--- src/rtl/fu_fifo_bank_if.sv ---
// Handshake/data bundle for the FU FIFO bank: per-channel config, write/read requests and status.
// Parameters must match the fu_fifo_bank instance the interface is connected to.
interface fu_fifo_bank_if #(
    parameter int DATA_WIDTH = 16,
    parameter int NUM_CH     = 2,
    parameter int DEPTH      = 16
);
    localparam int AW = $clog2(DEPTH);
    localparam int CW = AW + 1;

    logic [NUM_CH-1:0][1:0]              cfg_mode;
    logic [NUM_CH-1:0][AW-1:0]           cfg_delay;
    logic [NUM_CH-1:0]                   wr_en;
    logic [NUM_CH-1:0]                   rd_en;
    logic [NUM_CH-1:0][2*DATA_WIDTH-1:0] data_i;
    logic [NUM_CH-1:0]                   err_clr;
    logic [NUM_CH-1:0][2*DATA_WIDTH-1:0] data_o;
    logic [NUM_CH-1:0]                   valid_o;
    logic [NUM_CH-1:0]                   empty_o;
    logic [NUM_CH-1:0]                   full_o;
    logic [NUM_CH-1:0]                   afull_o;
    logic [NUM_CH-1:0][CW-1:0]           count_o;
    logic [NUM_CH-1:0]                   ovf_o;
    logic [NUM_CH-1:0]                   udf_o;

    modport master (
        output cfg_mode, cfg_delay, wr_en, rd_en, data_i, err_clr,
        input  data_o, valid_o, empty_o, full_o, afull_o, count_o, ovf_o, udf_o
    );

    modport slave (
        input  cfg_mode, cfg_delay, wr_en, rd_en, data_i, err_clr,
        output data_o, valid_o, empty_o, full_o, afull_o, count_o, ovf_o, udf_o
    );
endinterface

--- src/rtl/fu_fifo_bank.sv ---
// Bank of NUM_CH independent complex-sample FIFOs with FIFO / delay-line / flush modes and status flags.
// Optional sticky overflow/underflow flags are built when FU_FIFO_STICKY_ERR_EN is defined.
module fu_fifo_bank #(
    parameter int DATA_WIDTH = 16,
    parameter int NUM_CH     = 2,
    parameter int DEPTH      = 16,
    parameter int AFULL_TH   = DEPTH - 2
) (
    input  logic           clk,
    input  logic           rst,
    fu_fifo_bank_if.slave  bus
);
    localparam int AW = $clog2(DEPTH);
    localparam int CW = AW + 1;
    localparam int EW = 2 * DATA_WIDTH;
    localparam logic [CW-1:0] DEPTH_C = CW'(DEPTH);
    localparam logic [CW-1:0] AFULL_C = CW'(AFULL_TH);
    localparam logic [CW-1:0] ONE_C   = CW'(1);

    typedef enum logic [1:0] {
        ST_FIFO  = 2'd0,
        ST_DELAY = 2'd1,
        ST_FLUSH = 2'd2
    } ch_state_t;

`ifndef FU_FIFO_STICKY_ERR_EN
    logic unused_err_clr;
    assign unused_err_clr = |bus.err_clr;
`endif

    generate
        for (genvar gi = 0; gi < NUM_CH; gi++) begin : g_ch
            logic [EW-1:0] mem [DEPTH];
            logic [AW-1:0] wr_ptr_reg, rd_ptr_reg;
            logic [CW-1:0] count_reg, count_next;
            logic [1:0]    mode_reg;
            logic [AW-1:0] delay_reg;
            logic [CW-1:0] delay_eff;
            ch_state_t     st_cur;
            logic          wr_acc, rd_acc, clr;
            logic [EW-1:0] rd_data_reg, data_reg;
            logic          rd_pend_reg, valid_reg;
            logic          empty_reg, full_reg, afull_reg;

            // Registered configuration is the state: a difference from the live config forces one flush edge.
            always_ff @(posedge clk) begin
                mode_reg  <= bus.cfg_mode[gi];
                delay_reg <= bus.cfg_delay[gi];
            end

            always_comb begin
                case (bus.cfg_mode[gi])
                    2'b01:   st_cur = ST_DELAY;
                    2'b10:   st_cur = ST_FLUSH;
                    default: st_cur = ST_FIFO;
                endcase
                if (bus.cfg_mode[gi] != mode_reg)
                    st_cur = ST_FLUSH;
                if (st_cur == ST_DELAY && bus.cfg_delay[gi] != delay_reg)
                    st_cur = ST_FLUSH;
            end

            assign delay_eff = (bus.cfg_delay[gi] == '0) ? ONE_C : {1'b0, bus.cfg_delay[gi]};

            always_comb begin
                wr_acc = 1'b0;
                rd_acc = 1'b0;
                clr    = 1'b0;
                case (st_cur)
                    ST_FIFO: begin
                        rd_acc = bus.rd_en[gi] && (count_reg != '0);
                        wr_acc = bus.wr_en[gi] && ((count_reg != DEPTH_C) || rd_acc);
                    end
                    ST_DELAY: begin
                        wr_acc = 1'b1;
                        rd_acc = (count_reg == delay_eff);
                    end
                    default: clr = 1'b1;
                endcase
            end

            assign count_next = clr ? '0 : (count_reg + CW'(wr_acc) - CW'(rd_acc));

            // Read-first block RAM: a same-edge write to the head slot (full rd+wr) returns the old entry.
            always_ff @(posedge clk) begin
                if (wr_acc)
                    mem[wr_ptr_reg] <= bus.data_i[gi];
                if (rd_acc)
                    rd_data_reg <= mem[rd_ptr_reg];
            end

            always_ff @(posedge clk) begin
                if (rst) begin
                    wr_ptr_reg  <= '0;
                    rd_ptr_reg  <= '0;
                    count_reg   <= '0;
                    rd_pend_reg <= 1'b0;
                    valid_reg   <= 1'b0;
                    data_reg    <= '0;
                    empty_reg   <= 1'b1;
                    full_reg    <= 1'b0;
                    afull_reg   <= 1'b0;
                end else begin
                    if (clr) begin
                        wr_ptr_reg <= '0;
                        rd_ptr_reg <= '0;
                    end else begin
                        wr_ptr_reg <= wr_ptr_reg + AW'(wr_acc);
                        rd_ptr_reg <= rd_ptr_reg + AW'(rd_acc);
                    end
                    count_reg   <= count_next;
                    rd_pend_reg <= rd_acc;
                    valid_reg   <= rd_pend_reg && !clr;
                    if (rd_pend_reg && !clr)
                        data_reg <= rd_data_reg;
                    empty_reg   <= (count_next == '0);
                    full_reg    <= (count_next == DEPTH_C);
                    afull_reg   <= (count_next >= AFULL_C);
                end
            end

            assign bus.data_o[gi]  = data_reg;
            assign bus.valid_o[gi] = valid_reg;
            assign bus.empty_o[gi] = empty_reg;
            assign bus.full_o[gi]  = full_reg;
            assign bus.afull_o[gi] = afull_reg;
            assign bus.count_o[gi] = count_reg;

`ifdef FU_FIFO_STICKY_ERR_EN
            logic ovf_reg, udf_reg;

            always_ff @(posedge clk) begin
                if (rst || bus.err_clr[gi]) begin
                    ovf_reg <= 1'b0;
                    udf_reg <= 1'b0;
                end else if (st_cur == ST_FIFO) begin
                    if (bus.wr_en[gi] && count_reg == DEPTH_C && !rd_acc)
                        ovf_reg <= 1'b1;
                    if (bus.rd_en[gi] && count_reg == '0)
                        udf_reg <= 1'b1;
                end
            end

            assign bus.ovf_o[gi] = ovf_reg;
            assign bus.udf_o[gi] = udf_reg;
`else
            assign bus.ovf_o[gi] = 1'b0;
            assign bus.udf_o[gi] = 1'b0;
`endif
        end
    endgenerate
endmodule

--- src/flat_wrapper.sv ---
// flat-port wrapper written by rule: the top's interface ports become plain ports
module fu_fifo_bank_flat 
#(
    parameter int DATA_WIDTH = 16,
    parameter int NUM_CH     = 2,
    parameter int DEPTH      = 16,
    parameter int AFULL_TH   = DEPTH - 2
)
  (clk, rst, bus_cfg_mode, bus_cfg_delay, bus_wr_en, bus_rd_en, bus_data_i, bus_err_clr, bus_data_o, bus_valid_o, bus_empty_o, bus_full_o, bus_afull_o, bus_count_o, bus_ovf_o, bus_udf_o);
  fu_fifo_bank_if #(.DATA_WIDTH(DATA_WIDTH), .NUM_CH(NUM_CH), .DEPTH(DEPTH)) bus_i ();
  input  logic clk;
  input  logic rst;
  input wire logic [$bits(bus_i.cfg_mode)-1:0] bus_cfg_mode;
  input wire logic [$bits(bus_i.cfg_delay)-1:0] bus_cfg_delay;
  input wire logic [$bits(bus_i.wr_en)-1:0] bus_wr_en;
  input wire logic [$bits(bus_i.rd_en)-1:0] bus_rd_en;
  input wire logic [$bits(bus_i.data_i)-1:0] bus_data_i;
  input wire logic [$bits(bus_i.err_clr)-1:0] bus_err_clr;
  output wire logic [$bits(bus_i.data_o)-1:0] bus_data_o;
  output wire logic [$bits(bus_i.valid_o)-1:0] bus_valid_o;
  output wire logic [$bits(bus_i.empty_o)-1:0] bus_empty_o;
  output wire logic [$bits(bus_i.full_o)-1:0] bus_full_o;
  output wire logic [$bits(bus_i.afull_o)-1:0] bus_afull_o;
  output wire logic [$bits(bus_i.count_o)-1:0] bus_count_o;
  output wire logic [$bits(bus_i.ovf_o)-1:0] bus_ovf_o;
  output wire logic [$bits(bus_i.udf_o)-1:0] bus_udf_o;
  assign bus_i.cfg_mode = bus_cfg_mode;
  assign bus_i.cfg_delay = bus_cfg_delay;
  assign bus_i.wr_en = bus_wr_en;
  assign bus_i.rd_en = bus_rd_en;
  assign bus_i.data_i = bus_data_i;
  assign bus_i.err_clr = bus_err_clr;
  assign bus_data_o = bus_i.data_o;
  assign bus_valid_o = bus_i.valid_o;
  assign bus_empty_o = bus_i.empty_o;
  assign bus_full_o = bus_i.full_o;
  assign bus_afull_o = bus_i.afull_o;
  assign bus_count_o = bus_i.count_o;
  assign bus_ovf_o = bus_i.ovf_o;
  assign bus_udf_o = bus_i.udf_o;
  fu_fifo_bank #(.DATA_WIDTH(DATA_WIDTH), .NUM_CH(NUM_CH), .DEPTH(DEPTH), .AFULL_TH(AFULL_TH)) u_core (.clk(clk), .rst(rst), .bus(bus_i));
endmodule
--- config.mk ---
export PLATFORM = sky130hd
export DESIGN_NAME = fu_fifo_bank_flat
export DESIGN_NICKNAME = d
export VERILOG_FILES = /design/src/rtl/fu_fifo_bank_if.sv /design/src/rtl/fu_fifo_bank.sv /design/src/flat_wrapper.sv
export SDC_FILE = /design/constraint.sdc
export NUM_CORES = 1
export LEC_CHECK = 0
export ABC_AREA = 1
export BUFFER_PORTS_ARGS = -buffer_cell sky130_fd_sc_hd__buf_2
export CORE_ASPECT_RATIO = 1.25
export CORE_MARGIN = 2
export CORE_UTILIZATION = 34
export CTS_CLUSTER_DIAMETER = 30
export DETAILED_ROUTE_END_ITERATION = 7
export PLACE_DENSITY = 0.47
export SYNTH_ARGS = -nofsm -noshare
export SYNTH_HDL_FRONTEND = slang
export SYNTH_SLANG_ARGS = --single-unit
--- constraint.sdc ---
create_clock -name clk -period 3 [get_ports clk]
set_input_delay 0.15 -clock clk [delete_from_list [all_inputs] [get_ports clk]]
set_output_delay 0.15 -clock clk [all_outputs]
set_load 0.02 [all_outputs]
==> impl_metrics.csv <==
group,metric,value,unit
timing,setup_viol,0,
detailed_routing,first_pass_iters,5,
yosys,synth_area,0.0493,mm^2
worst_setup_path,cp.required,3.77,ns
power_and_ir_drop,worst_ir_drop_vdd,0.547,mV
worst_setup_path,cp_max_fo,3,
final_layout,drive_gt1_frac,0.160,
yosys,seq_area_frac_synth,0.709,
yosys,yosysMostFrequentCell,"edfxtp_1",
detailed_routing,routed_wl,131000,um
final_layout,layoutNonFillerInstCount,6704,
yosys,synth_top_cell_area_share,0.663,
timing,slew_headroom,0.341,
floorplanning,start_util,0.342,
detailed_routing,via_per_inst,4.71,
cts,htree_num_levels,5,
yosys,dominantRegCellSynth,"edfxtp_1",
yosys,syn_inst,4219,
placed_design,io_buffers,163,
power_and_ir_drop,pwr_density_cell,767,mW/mm^2
cts,root_buffer,"clkbuf_16",
timing,hold_viol,0,
final_layout,fin_nets,4709,
worst_setup_path,crit_type,"register to register",
cts,post_cts_buffers,0,
timing,period_share,0.907,
cts,cts_tree,"done",
status,status,"finished clean",
timing,drv_slew,0,
final_layout,final.fill_count,13310,
timing,rsz0062_at_grt,"false",
yosys,async_flop_share,0,
worst_setup_path,start_kind,"register",
detailed_routing,vias,31565,
final_layout,largest_reg_flops,1024,
cts,cts.sinks,1200,
yosys,syn_area_per_cell,11.7,um^2
floorplanning,boundaryPins,170,
hold_path,hp-class,"input pin to register",
detailed_routing,ant_nets,0,
yosys,netlist_top_cells_count,"edfxtp_1 (1,088), inv_1 (755), nand2_1 (513)",
global_routing,grt_pass1_vias,30658,
yosys,yosysTopAreaCell,"edfxtp_1",
cts,cts_buffers,277,
placed_design,place_congestion,0.754,
cts,path_clk_slew,0.04,ns
timing,fin_tns_setup,0,ns
yosys,synth_edf_count,1088,
detailed_routing,drtIter0Drc,1955,
timing,max_freq,368,MHz
placed_design,dp_hpwl,72000,um
timing,worstMarginPinSlew,0.987,ns
yosys,ys_types,27,
floorplanning,num_rows,156,
yosys,ys_seq_elements,1200,
floorplanning,coreArea,0.144,mm^2
yosys,synth_area_leaders,"edfxtp_1 (66%), inv_1 (5.8%), dfxtp_1 (4.6%), nand3_1 (4.1%), o211ai_1 (4.0%)",
placed_design,placed_cells,6129,
power_and_ir_drop,p_leak,0.0235,uW
cts,clock_path_buffers,4,
timing,fin_crit,2.72,ns
timing,finClkSkew,0.0460,ns
job,max-cap-violations,0,
final_layout,syn_to_final_growth,27.8,%
floorplanning,design.die.area,0.148,mm^2
floorplanning,fp.dieH,430,um
global_routing,grt_pass1_wl,193000,um
cts,insertion_delay,0.89,ns
detailed_routing,route.detailed.drc,0,
global_routing,grt_start_max_net_pins,136,
global_routing,grt_util_all_layers,0.176,
detailed_routing,wire_per_inst,19.5,um
floorplanning,die-width,344,um
yosys,yosysWarnings,0,
worst_setup_path,critPathArrivalTime,3.49,ns
global_routing,antenna_found_initial,17,
global_routing,grt_overflow,0,
worst_setup_path,endpoint_kind,"register",
==> final cells by class <==
cell class / instances / area, um^2 / area share
sequential: 1200 / 34900 / 0.555
multi-input combinational: 1983 / 10400 / 0.165
clock buffer: 331 / 7360 / 0.117
timing repair buffer: 361 / 3240 / 0.0515
inverter: 780 / 2930 / 0.0465
tap: 1896 / 2370 / 0.0377
clock inverter: 147 / 1730 / 0.0275
antenna: 6 / 15.0 / 0.000238
==> cells by family (layout without fill, tap and decap cells) <==
| logic type | count (synthesis) | count (layout) | synth area share |
|---|---|---|---|
| AOI/OAI and AO/OA | 787 | 787 | 0.0934 |
| and+or+nand+nor | 1153 | 1153 | 0.103 |
| DFF | 1200 | 1200 | 0.709 |
| other | 1 | 10 | 0.0000761 |
| xor gates and xnor gates | 17 | 17 | 0.00302 |
| buffers and inverters | 1039 | 1619 | 0.0857 |
| adders and majority gates | 22 | 22 | 0.00589 |
==> critical path, stage by stage (launching register included) <==
cell and delay, ns:
dfxtp_1 0.31, inv_1 0.05, nand2_1 0.09, nand2_1 0.08, nand2_1 0.11, nor2_1 0.19
nand3_1 0.17, nand2_4 0.11, ha_1 0.22, inv_1 0.05, ha_1 0.16, inv_1 0.07
fa_1 0.43, xor2_1 0.25, nand4_1 0.16, o21ai_0 0.18
==> timing repair <==
item / CTS / global route
hold buffers: 91 / 0
hold endpoints to repair: 1052 / 0
resized for setup: 0 / 3
setup endpoints to repair: 0 / 4
==> power by group <==
| part | internal, uW | switching (uW) | leakage [uW] |
|---|---|---|---|
| clock | 20400 | 9010 | 0.00442 |
| combinational | 184 | 442 | 0.00835 |
| sequential | 18300 | 10.7 | 0.0107 |
==> final timing paths <==
kind	from	end	slack, ns	depth (start not counted)
min reg2reg	u_core.g_ch[1].data_reg[19]	u_core.g_ch[1].data_reg[19]	0.50	4
max reg2reg	u_core.g_ch[0].mode_reg[1]	u_core.g_ch[0].empty_reg	0.28	15
max	u_core.g_ch[0].mode_reg[1]	u_core.g_ch[0].empty_reg	0.28	15
min	bus_cfg_mode[1]	u_core.g_ch[0].mode_reg[1]	0.09	2
==> through the flow <==
step	hold slack, ns	utilization	cell area (um^2)	worst slack, ns	power, uW
2_1_floorplan	0.178	-	49300	-0.0871	18800
3_3_place_gp	0.282	0.367	53000	0.199	19100
3_5_place_dp	0.286	0.367	53000	0.143	19100
4_1_cts	0.0344	0.437	63000	0.121	48900
5_1_grt	0.0641	0.437	63000	0.0123	49800
6_report	0.0907	0.437	63000	0.280	48300
==> cell usage in the layout (no fill, tap or decap), types with 36 or more instances in the layout <==
master,synthesis,routed
a21oi_1,265,265
buf_12,0,57
buf_2,78,163
buf_4,40,50
bufinv_16,0,36
clkbuf_1,83,43
clkbuf_16,0,287
clkinv_2,0,41
dfxtp_1,112,103
dlygate4sd3_1,0,91
edfxtp_1,1088,1088
inv_1,755,752
nand2_1,513,511
nand3_1,408,408
nand4_1,69,69
nor2_1,142,109
o211ai_1,260,260
o21ai_0,259,258
==> layer usage <==
metal,GRT usage,part of all wire
met5,0,0.00057
met2,0.307,0.51
met4,0.0624,0.027
met3,0.0400,0.049
met1,0.211,0.41
Note: power is estimated with default switching activity, not from simulation.
